==> src/rtl/fetch_stage.sv <==
// fetch_stage: PC register, IF/ID pipeline buffer and RUN/HALT fetch control.
// Optional macro FETCH_BR_FLUSH_EN: when defined, a taken branch squashes the
// wrong-path instruction (IF/ID loads a NOP); when undefined the fetched
// instruction is kept as a delay slot.
//
// state | meaning
// RUN   | normal fetch, PC advances by 2 unless stalled or redirected
// HALT  | HALT opcode seen; PC frozen, IF/ID drains to NOP, left only by reset
module fetch_stage (
  input  logic        clk,
  input  logic        rst_n,
  input  logic        PCwrite,
  input  logic        IF_ID_write,
  input  logic        br_taken,
  input  logic [15:0] br_target,
  input  logic [15:0] instr_in,
  output logic [15:0] pc_out,
  output logic [15:0] IF_ID_instr,
  output logic [15:0] IF_ID_pc,
  output logic [3:0]  IF_ID_op1,
  output logic [3:0]  IF_ID_op2,
  output logic        IF_ID_valid,
  output logic        halted
);

  typedef enum logic {RUN = 1'b0, HALT = 1'b1} state_t;

  localparam logic [3:0]  HALT_OP = 4'hF;
  localparam logic [15:0] NOP     = 16'h0000;

  state_t      state_q, state_d;
  logic [15:0] pc_q, pc_d;
  logic [15:0] instr_q, instr_d;
  logic [15:0] ifid_pc_q, ifid_pc_d;
  logic        valid_q, valid_d;
  logic        halted_q, halted_d;
  logic [15:0] pc_plus2;
  logic        halt_fetch;

  assign pc_plus2   = pc_q + 16'd2;
  // A HALT only counts when it actually enters IF/ID and no redirect discards it.
  assign halt_fetch = (instr_in[15:12] == HALT_OP) && IF_ID_write && !br_taken;

  // Next-state, next-PC and IF/ID load selection.
  always_comb begin
    state_d   = state_q;
    pc_d      = pc_q;
    instr_d   = instr_q;
    ifid_pc_d = ifid_pc_q;
    valid_d   = valid_q;
    halted_d  = halted_q;
    if (state_q == RUN) begin
      if (br_taken) begin
        pc_d = br_target;
`ifdef FETCH_BR_FLUSH_EN
        instr_d = NOP;
        valid_d = 1'b0;
`else
        instr_d   = instr_in;
        ifid_pc_d = pc_plus2;
        valid_d   = 1'b1;
`endif
      end else begin
        if (IF_ID_write) begin
          instr_d   = instr_in;
          ifid_pc_d = pc_plus2;
          valid_d   = 1'b1;
        end
        if (halt_fetch) begin
          // PC stays on the HALT address.
          state_d  = HALT;
          halted_d = 1'b1;
        end else if (PCwrite) begin
          pc_d = pc_plus2;
        end
      end
    end else begin
      halted_d = 1'b1;
      if (IF_ID_write) begin
        instr_d = NOP;
        valid_d = 1'b0;
      end
    end
  end

  // State registers with synchronous active-low reset.
  always_ff @(posedge clk) begin
    if (!rst_n) begin
      state_q   <= RUN;
      pc_q      <= 16'h0000;
      instr_q   <= 16'h0000;
      ifid_pc_q <= 16'h0000;
      valid_q   <= 1'b0;
      halted_q  <= 1'b0;
    end else begin
      state_q   <= state_d;
      pc_q      <= pc_d;
      instr_q   <= instr_d;
      ifid_pc_q <= ifid_pc_d;
      valid_q   <= valid_d;
      halted_q  <= halted_d;
    end
  end

  assign pc_out      = pc_q;
  assign IF_ID_instr = instr_q;
  assign IF_ID_pc    = ifid_pc_q;
  assign IF_ID_valid = valid_q;
  assign IF_ID_op1   = instr_q[11:8];
  assign IF_ID_op2   = instr_q[7:4];
  assign halted      = halted_q;

endmodule

==> config.mk <==
export PLATFORM = sky130hd
export DESIGN_NAME = fetch_stage
export DESIGN_NICKNAME = d
export VERILOG_FILES = /design/src/rtl/fetch_stage.sv
export SDC_FILE = /design/constraint.sdc
export NUM_CORES = 1
export LEC_CHECK = 0
export BUFFER_PORTS_ARGS = -buffer_cell sky130_fd_sc_hd__buf_2
export CORE_MARGIN = 3
export CORE_UTILIZATION = 25
export CTS_CLUSTER_SIZE = 8
export DETAILED_ROUTE_END_ITERATION = 8
export HOLD_SLACK_MARGIN = 0.02
export PLACE_DENSITY = 0.49
export SYNTH_ARGS = -nofsm -noshare
export SYNTH_HDL_FRONTEND = slang
export SYNTH_SLANG_ARGS = --single-unit
==> constraint.sdc <==
create_clock -name clk -period 2 [get_ports clk]
set_input_delay 0.4 -clock clk [delete_from_list [all_inputs] [get_ports clk]]
set_output_delay 0.4 -clock clk [all_outputs]
set_load 0.01 [all_outputs]
==> flow_metrics.tcl, run 1 <==
set metrics [dict create \
    fin_crit_ns 1.80 \
    power.density_nw_per_um2 770 \
    ctsResizeCount 0 \
    async_flop_share_pct 0 \
    h-tree-depth 2 \
    grt_pass1_vias 2278 \
    cp_slowest_cell "or4_4" \
    core-area_um2 8980 \
    routed_via_density 4.68 \
    clk_pin_slew_ns 0.10 \
    seq_area_frac_synth_pct 42.9 \
    synth_edf_count 0 \
    drc 0 \
    max_freq_ghz 0.556 \
    syn_area_per_cell_um2 8.47 \
    nNetsFinal 408 \
    gp_congestion 0.789 \
    worstSetupStartpointType "flop" \
    yosysMostFrequentCell "dfxtp_1" \
    ys.flop_type "dfxtp_1" \
    fp.dieW_um 104 \
    root_buffer "clkbuf_8" \
    yosysWarnings 0 \
    period_share_pct 89.9 \
    p_total_mw 2.42 \
    initial_core_util_pct 26.5 \
    setup_violations 0 \
    postCtsSetupBuffers 0 \
    total_leakage_power_nw 1.40 \
    final_layout_size_suffix_gt1_share_pct 34.2 \
    required_ns 2.21 \
    synth_top_cell_by_area "dfxtp_1" \
    drt-pass1-iter-count 4 \
    yosysTopAreaCellShare_pct 42.9 \
    final_core_util_pct 35.0 \
    crit_fanout 6 \
    antenna_found_initial 0 \
    slew_viol_final 0 \
    path_cells "nand3_1, or4_4, a21o_1, a32o_1" \
    slew_headroom_pct 57.6 \
    diodes 0 \
    grt_max_degree 27 \
    areaGrowthSynthToFinish_pct 31.9 \
    dp_hpwl_um 5450 \
    cp.arrival_ns 2.01 \
    endpoint_kind "flop" \
    crit_family "simple AND/OR/NAND/NOR gates" \
    ys_seq_elements 51 \
    grt_pass1_wl_um 12100 \
    wirelength_um 7380 \
    fp.dieH_um 104 \
    syn_inst 281 \
    clk_latency_ns 0.31 \
    status "completed" \
    rsz0062_at_grt "false" \
    hold_viol_final 0 \
    vias 2325 \
    cp_slowest_stage_delay_ns 0.55 \
    die_area_um2 10700 \
    floorplan.rows 34 \
    netlist_area_um2 2380 \
    fin_hold_ws_ns 0.322 \
    worst_pin_slew_ns 0.635 \
    fin_setup_tns_ns 0 \
    io_pins 95 \
    cts_buffer_depth 2 \
    path_buf_inv 0 \
    ctsHoldBuffers 0 \
    grt_usage_pct 13.6 \
    skew_ns 0.0105 \
    numCtsBuffers 5 \
    vdd_ir_drop_max_v 0.000409 \
    grt_overflow 0 \
    ant_nets 0 \
    drt_iter0_drc 115 \
    yosys-top-cells-count "dfxtp_1 (51), nor2_1 (43), nand2_1 (18)" \
    synthTopCellsByArea "dfxtp_1 (43%), nor2_1 (6.8%), a22oi_1 (5.0%)" \
    hp-class "input pin to flop" \
    cts_sinks 51 \
    cts_tree "built" \
    synth.distinct_cells 46 \
    critical_path_class "flop to flop" \
    wl_per_cell_um 14.9 \
    io_buffers 94 \
    synthesis.nets 319 \
    maxCapViolCount 0 \
]
==> power by group <==
group | internal, mW | leakage [nW] | switching, mW
logic | 0.182 | 0.914 | 0.233
registers | 1.08 | 0.421 | 0.0540
clock network | 0.499 | 0.0644 | 0.365
total | 1.76 | 1.40 | 0.651
==> routing by layer <==
layer	track usage, %	routed length, um	vias to the layer above
li1	-	-	1181
met1	19.2	3650	1070
met2	20.7	3260	69
met3	3.11	380	5
met4	3.89	90	0
met5	0	0	-
==> placed cells by master, fill, tap and decap left out, types with 2 or more instances in the layout <==
| master | count |
|---|---|
| buf_2 | 94 |
| dfxtp_1 | 51 |
| nor2_1 | 41 |
| nand2_1 | 18 |
| buf_4 | 18 |
| a22oi_1 | 16 |
| a21oi_1 | 16 |
| o21ai_0 | 12 |
| nand3_1 | 10 |
| a211oi_1 | 9 |
| nor3_1 | 6 |
| xnor2_1 | 6 |
| nor4_1 | 5 |
| mux2i_1 | 5 |
| xor2_1 | 5 |
| clkbuf_8 | 5 |
| inv_1 | 4 |
| a31oi_1 | 4 |
| nor2b_1 | 3 |
| o31ai_1 | 3 |
| a32o_1 | 3 |
| nand2b_1 | 3 |
| o21a_1 | 3 |
| and4_1 | 2 |
| a21o_1 | 2 |
| a32oi_1 | 2 |
| o32ai_1 | 2 |
| bufinv_16 | 2 |
==> per-stage QoR <==
stage / cell area [um^2] / setup WS, ns / std cells
5_1_grt: 3140 / 0.135 / 497
3_3_place_gp: 3000 / 0.146 / 489
3_5_place_dp: 3000 / 0.129 / 489
2_1_floorplan: 2380 / 0.110 / 281
4_1_cts: 3140 / 0.200 / 497
6_report: 3140 / 0.201 / 497
==> registers in the layout, indices dropped and copies added, names as in the netlist <==
register	count
IF_ID_instr	16
IF_ID_pc	16
IF_ID_valid	1
halted	1
pc_out	16
state_q	1
==> worst paths after layout <==
check,to,cells after the start,start,slack [ns]
setup / recovery,pc_out[13],4,pc_out[9],0.20
hold / removal,pc_out[0],3,br_target[0],0.32
setup reg to reg,pc_out[13],4,pc_out[9],0.20
hold reg to reg,IF_ID_pc[8],2,IF_ID_pc[8],0.50
==> cell families (layout without fill, tap and decap cells) <==
group | Yosys count | in the layout | synth area share, %
and+or+nand+nor | 100 | 100 | 21.0
AOI/OAI and AO/OA | 78 | 78 | 22.2
DFF | 51 | 51 | 42.9
buffers and inverters | 35 | 125 | 7.15
xor gates and xnor gates | 11 | 11 | 4.05
muxes | 5 | 5 | 2.10
adders and majority gates | 1 | 1 | 0.526
==> tightest hold or removal path, stage by stage <==
cell and delay (ns):
buf_2 0.08, mux2i_1 0.05, nor2_1 0.07
==> layout make-up <==
| type | instances | area, um^2 |
|---|---|---|
| clock buffer | 5 | 68.8 |
| inverter | 5 | 18.8 |
| timing repair buffer | 112 | 606 |
| clock inverter | 3 | 67.6 |
| multi-input combinational | 195 | 1200 |
| sequential | 51 | 1020 |
| tap | 126 | 158 |
| fill | 988 | 5840 |
Power figures use the tool's default switching activity.
==> inputs of run 2 (changes only) <==
CORE_UTILIZATION = 45   (was 25)
PLACE_DENSITY = 0.77   (was 0.49)
==> flow_metrics.tcl, run 2 (synthesized netlist as in run 1, its figures left out) <==
set metrics [dict create \
    status "completed" \
    worstSetupStartpointType "flop" \
    wirelength_um 6220 \
    grt_usage_pct 19.7 \
    floorplan.rows 25 \
    worstHoldStart "br_target[0]" \
    root_buffer "clkbuf_8" \
    regToRegEndpoint "pc_out[13]" \
    postCtsSetupBuffers 0 \
    grt_max_degree 47 \
    met2_usage_pct 31.5 \
    dp.cells 425 \
    hp-class "input pin to flop" \
    fin_ws_ns 0.168 \
    grt_use_met3_pct 4.08 \
    cts_buffer_depth 2 \
    fp.dieH_um 78.7 \
    p_total_mw 2.18 \
    period_share_pct 91.6 \
    drc 0 \
    io_buffers 94 \
    gp_congestion 0.797 \
    core-area_um2 4910 \
    ctsResizeCount 0 \
    final_layout_size_suffix_gt1_share_pct 33.1 \
    path_cells "ha_1, nand3_2, or4_4, a21o_1, a32o_1" \
    diodes 0 \
    rrSetupSlack_ns 0.17 \
    instances_no_fill 433 \
    required_ns 2.21 \
    critical_path_class "flop to flop" \
    switching_power_mw 0.660 \
    slew_headroom_pct 35.8 \
    slew_viol_final 0 \
    wl_per_cell_um 14.4 \
    power.density_nw_per_um2 730 \
    grt_pass1_vias 2035 \
    die_area_um2 6200 \
    p_seq_share_pct 52.4 \
    grt-busiest-layer "met2" \
    gr-usage-met1_pct 26.5 \
    total_leakage_power_nw 1.36 \
    final_common_cell "buf_2" \
    hold_viol_final 0 \
    skew_ns 0.00634 \
    crit_fanout 6 \
    p_comb_share_pct 18.0 \
    maxCapViolCount 0 \
    ctsHoldBuffers 0 \
    cp.arrival_ns 2.05 \
    rsz0062_at_grt "false" \
    startpoint "pc_out[1]" \
    nNetsFinal 403 \
    p_int_mw 1.52 \
    initial_core_util_pct 48.5 \
    stdcell_area_um2 2990 \
    setup_violations 0 \
    fp.dieW_um 78.7 \
    power_switching_share_pct 30.3 \
    numCtsBuffers 5 \
    dp_slack_ns 0.168 \
    drt-pass1-iter-count 5 \
    hold_end "pc_out[0]" \
    fin_crit_ns 1.83 \
    dp_hpwl_um 4520 \
    ant_nets 0 \
    worst_pin_slew_ns 0.960 \
    final_cell_mix "buf_2 (94), dfxtp_1 (51), nor2_1 (42), nand2_1 (18)" \
    cp_slowest_cell "or4_4" \
    routed_via_density 5.42 \
    grt_overflow 0 \
    cp_slowest_stage_delay_ns 0.48 \
    cts_sinks 51 \
    nFillCells 474 \
    vias 2346 \
    cts_tree "built" \
    clk_latency_ns 0.32 \
    vdd_ir_drop_max_v 0.000308 \
    rr_startpoint "pc_out[1]" \
    hold_depth 3 \
    clk_pin_slew_ns 0.10 \
    max_freq_ghz 0.546 \
    h-tree-depth 2 \
    endpoint_kind "flop" \
    areaGrowthSynthToFinish_pct 25.4 \
    antenna_found_initial 0 \
    fin_setup_tns_ns 0 \
    worst-r2r-cell-count 5 \
    dpl_cell_area_um2 2890 \
    grt_pass1_wl_um 9800 \
    clkPwrFrac_pct 29.5 \
    drt_iter0_drc 156 \
    io_pins 95 \
]
run 2: worst max-delay path: cells and delay by family (launching register included):
family                     cells  cell delay, ns
adders and majority gates      1            0.25
and+or+nand+nor                2            0.65
DFF                            1            0.41
AOI/OAI and AO/OA              2            0.43
run 2: area by class of cell:
cell class / count / area (um^2) / area share [%]
clock inverter: 3 / 28.8 / 0.964
inverter: 5 / 18.8 / 0.629
clock buffer: 5 / 68.8 / 2.31
timing repair buffer: 107 / 568 / 19.0
tap: 67 / 83.8 / 2.81
sequential: 51 / 1020 / 34.2
multi-input combinational: 195 / 1200 / 40.1
run 2: routing by layer:
| metal | share of wire [%] | vias up |
|---|---|---|
| li1 | - | 1170 |
| met1 | 46 | 1074 |
| met2 | 46 | 96 |
| met3 | 7.7 | 6 |
| met4 | 1.2 | 0 |
| met5 | 0 | - |
run 2: how the worst max path moves through the flow:
| stage | to | cells past startpoint |
|---|---|---|
| after global placement | pc_out[5] | 5 |
| after floorplan | pc_out[13] | 5 |
| final | pc_out[13] | 5 |
| after CTS | pc_out[13] | 5 |
| after detailed placement | IF_ID_pc[0] | 5 |
| after global routing | pc_out[13] | 5 |
run 2: power by group through the flow:
stage                     logic [mW]  clock network [mW]  registers [mW]
after floorplan                0.207                   0            1.19
after detailed placement       0.394                   0            1.16
after CTS                      0.396               0.657            1.14
after global routing           0.434               0.686            1.15
after global placement         0.391                   0            1.16
final                          0.393               0.644            1.14
run 2: per-stage QoR:
| stage | hold slack [ns] | util [%] |
|---|---|---|
| global route | 0.324 | 60.8 |
| floorplan | 0.484 | - |
| global placement | 0.448 | 58.8 |
| finish | 0.311 | 60.8 |
| CTS | 0.313 | 60.8 |
| detailed placement | 0.454 | 58.8 |
==> inputs of run 3 (changes only) <==
BUFFER_PORTS_ARGS = not set   (was -buffer_cell sky130_fd_sc_hd__buf_2)
DONT_BUFFER_PORTS = 1   (was not set)
GPL_TIMING_DRIVEN = 0   (was not set)
PLACE_DENSITY = 0.62   (was 0.77)
==> flow_metrics.tcl, run 3 (synthesized netlist as in run 1, its figures left out) <==
set metrics [dict create \
    nFillCells 485 \
    clk_pin_slew_ns 0.10 \
    rr_startpoint "pc_out[6]" \
    cp_slowest_stage_delay_ns 0.58 \
    initial_core_util_pct 48.5 \
    p_seq_share_pct 58.1 \
    p_int_mw 1.44 \
    dp_hpwl_um 4750 \
    skew_ns 0.00905 \
    core-area_um2 4910 \
    hold_end "pc_out[0]" \
    gp_congestion 0.879 \
    worst_pin_slew_ns 0.555 \
    fin_crit_ns 1.91 \
    postCtsSetupBuffers 0 \
    grt_pass1_wl_um 10100 \
    maxCapViolCount 0 \
    final_cell_mix "dfxtp_1 (49), nor2_1 (41), nand2_1 (18)" \
    diodes 0 \
    hold_viol_final 0 \
    hold_depth 2 \
    switching_power_mw 0.609 \
    fin_ws_ns 0.0853 \
    numCtsBuffers 5 \
    critical_path_class "flop to flop" \
    crit_family "simple AND/OR/NAND/NOR gates" \
    cp_slowest_cell "or4_4" \
    max_freq_ghz 0.522 \
    p_comb_share_pct 13.0 \
    power_switching_share_pct 29.7 \
    grt_pass1_vias 1917 \
    floorplan.rows 25 \
    final_common_cell "dfxtp_1" \
    io_pins 95 \
    crit_fanout 9 \
    drt-pass1-iter-count 4 \
    final_layout_size_suffix_gt1_share_pct 11.1 \
    wirelength_um 6470 \
    dp_slack_ns -0.148 \
    ant_nets 0 \
    power.density_nw_per_um2 796 \
    vdd_ir_drop_max_v 0.000366 \
    die_area_um2 6200 \
    routed_via_density 5.93 \
    dp.cells 348 \
    multiInputGateArea_um2 1200 \
    grt_overflow 0 \
    instances_no_fill 356 \
    fp.dieW_um 78.7 \
    worst-r2r-cell-count 4 \
    antenna_found_initial 0 \
    fp.dieH_um 78.7 \
    worstSetupStartpointType "flop" \
    io_buffers 0 \
    cts_buffer_depth 2 \
    root_buffer "clkbuf_8" \
    stdcell_area_um2 2570 \
    fin_hold_ws_ns 0.249 \
    period_share_pct 95.7 \
    vias 2111 \
    cts_tree "built" \
    cp.arrival_ns 2.13 \
    total_leakage_power_nw 0.942 \
    seq_area_um2 1020 \
    worstHoldStart "br_target[0]" \
    nNetsFinal 326 \
    rsz0062_at_grt "false" \
    slew_headroom_pct 63.0 \
    path_cells "nand4_4, or4_4, a21o_1, a32o_1" \
    regToRegEndpoint "pc_out[13]" \
    drc 0 \
    p_total_mw 2.05 \
    dpl_cell_area_um2 2460 \
    setup_violations 0 \
    hp-class "input pin to flop" \
    path_buf_inv 0 \
    drt_iter0_drc 116 \
    rrSetupSlack_ns 0.09 \
    areaGrowthSynthToFinish_pct 8.04 \
    cts_sinks 51 \
    endpoint_kind "flop" \
    crit_cells 4 \
    clkPwrFrac_pct 29.0 \
    grt_usage_pct 21.0 \
    h-tree-depth 2 \
    wl_per_cell_um 18.2 \
    grt_max_degree 16 \
    clk_latency_ns 0.31 \
    required_ns 2.21 \
    status "completed" \
    slew_viol_final 0 \
]
==> run 3: what timing repair did <==
| action | in CTS | in global routing |
|---|---|---|
| hold buffers | 0 | 0 |
| setup endpoints to repair | 3 | 32 |
| cloned | 0 | 0 |
| hold endpoints to repair | 0 | 0 |
| resized for setup | 3 | 8 |
==> run 3: how the worst max path moves through the flow <==
stage | endpoint | slack [ns] | start
CTS | IF_ID_pc[15] | 0.007 | state_q
global route | pc_out[13] | 0.01 | pc_out[5]
finish | pc_out[13] | 0.09 | pc_out[6]
floorplan | pc_out[13] | 0.11 | pc_out[1]
global placement | pc_out[13] | -0.15 | pc_out[1]
detailed placement | pc_out[13] | -0.15 | pc_out[1]
==> run 3: metal layers <==
metal | vias up | share of wire, % | GRT usage, %
li1 | 1019 | - | -
met1 | 998 | 43 | 29.0
met2 | 89 | 45 | 31.6
met3 | 5 | 10 | 6.69
met4 | 0 | 0.94 | 5.42
met5 | - | 0 | 0
==> run 3: power groups by stage <==
stage / Combinational (mW) / Clock, mW / Sequential (mW)
global placement: 0.257 / 0 / 1.21
detailed placement: 0.260 / 0 / 1.21
global route: 0.300 / 0.644 / 1.20
floorplan: 0.207 / 0 / 1.19
finish: 0.265 / 0.593 / 1.19
CTS: 0.263 / 0.612 / 1.19
==> run 3: cell type report <==
type / count / share of cell area [%]
inverter: 5 / 0.730
multi-input combinational: 195 / 46.8
sequential: 51 / 39.8
clock buffer: 6 / 2.82
tap: 67 / 3.26
buffer: 30 / 6.08
clock inverter: 2 / 0.487
==> run 3: metrics by stage <==
step / utilization [%] / setup TNS (ns)
CTS: 52.1 / 0
finish: 52.4 / 0
floorplan: - / 0
global placement: 50.2 / -2.60
detailed placement: 50.2 / -2.52
global route: 52.4 / 0
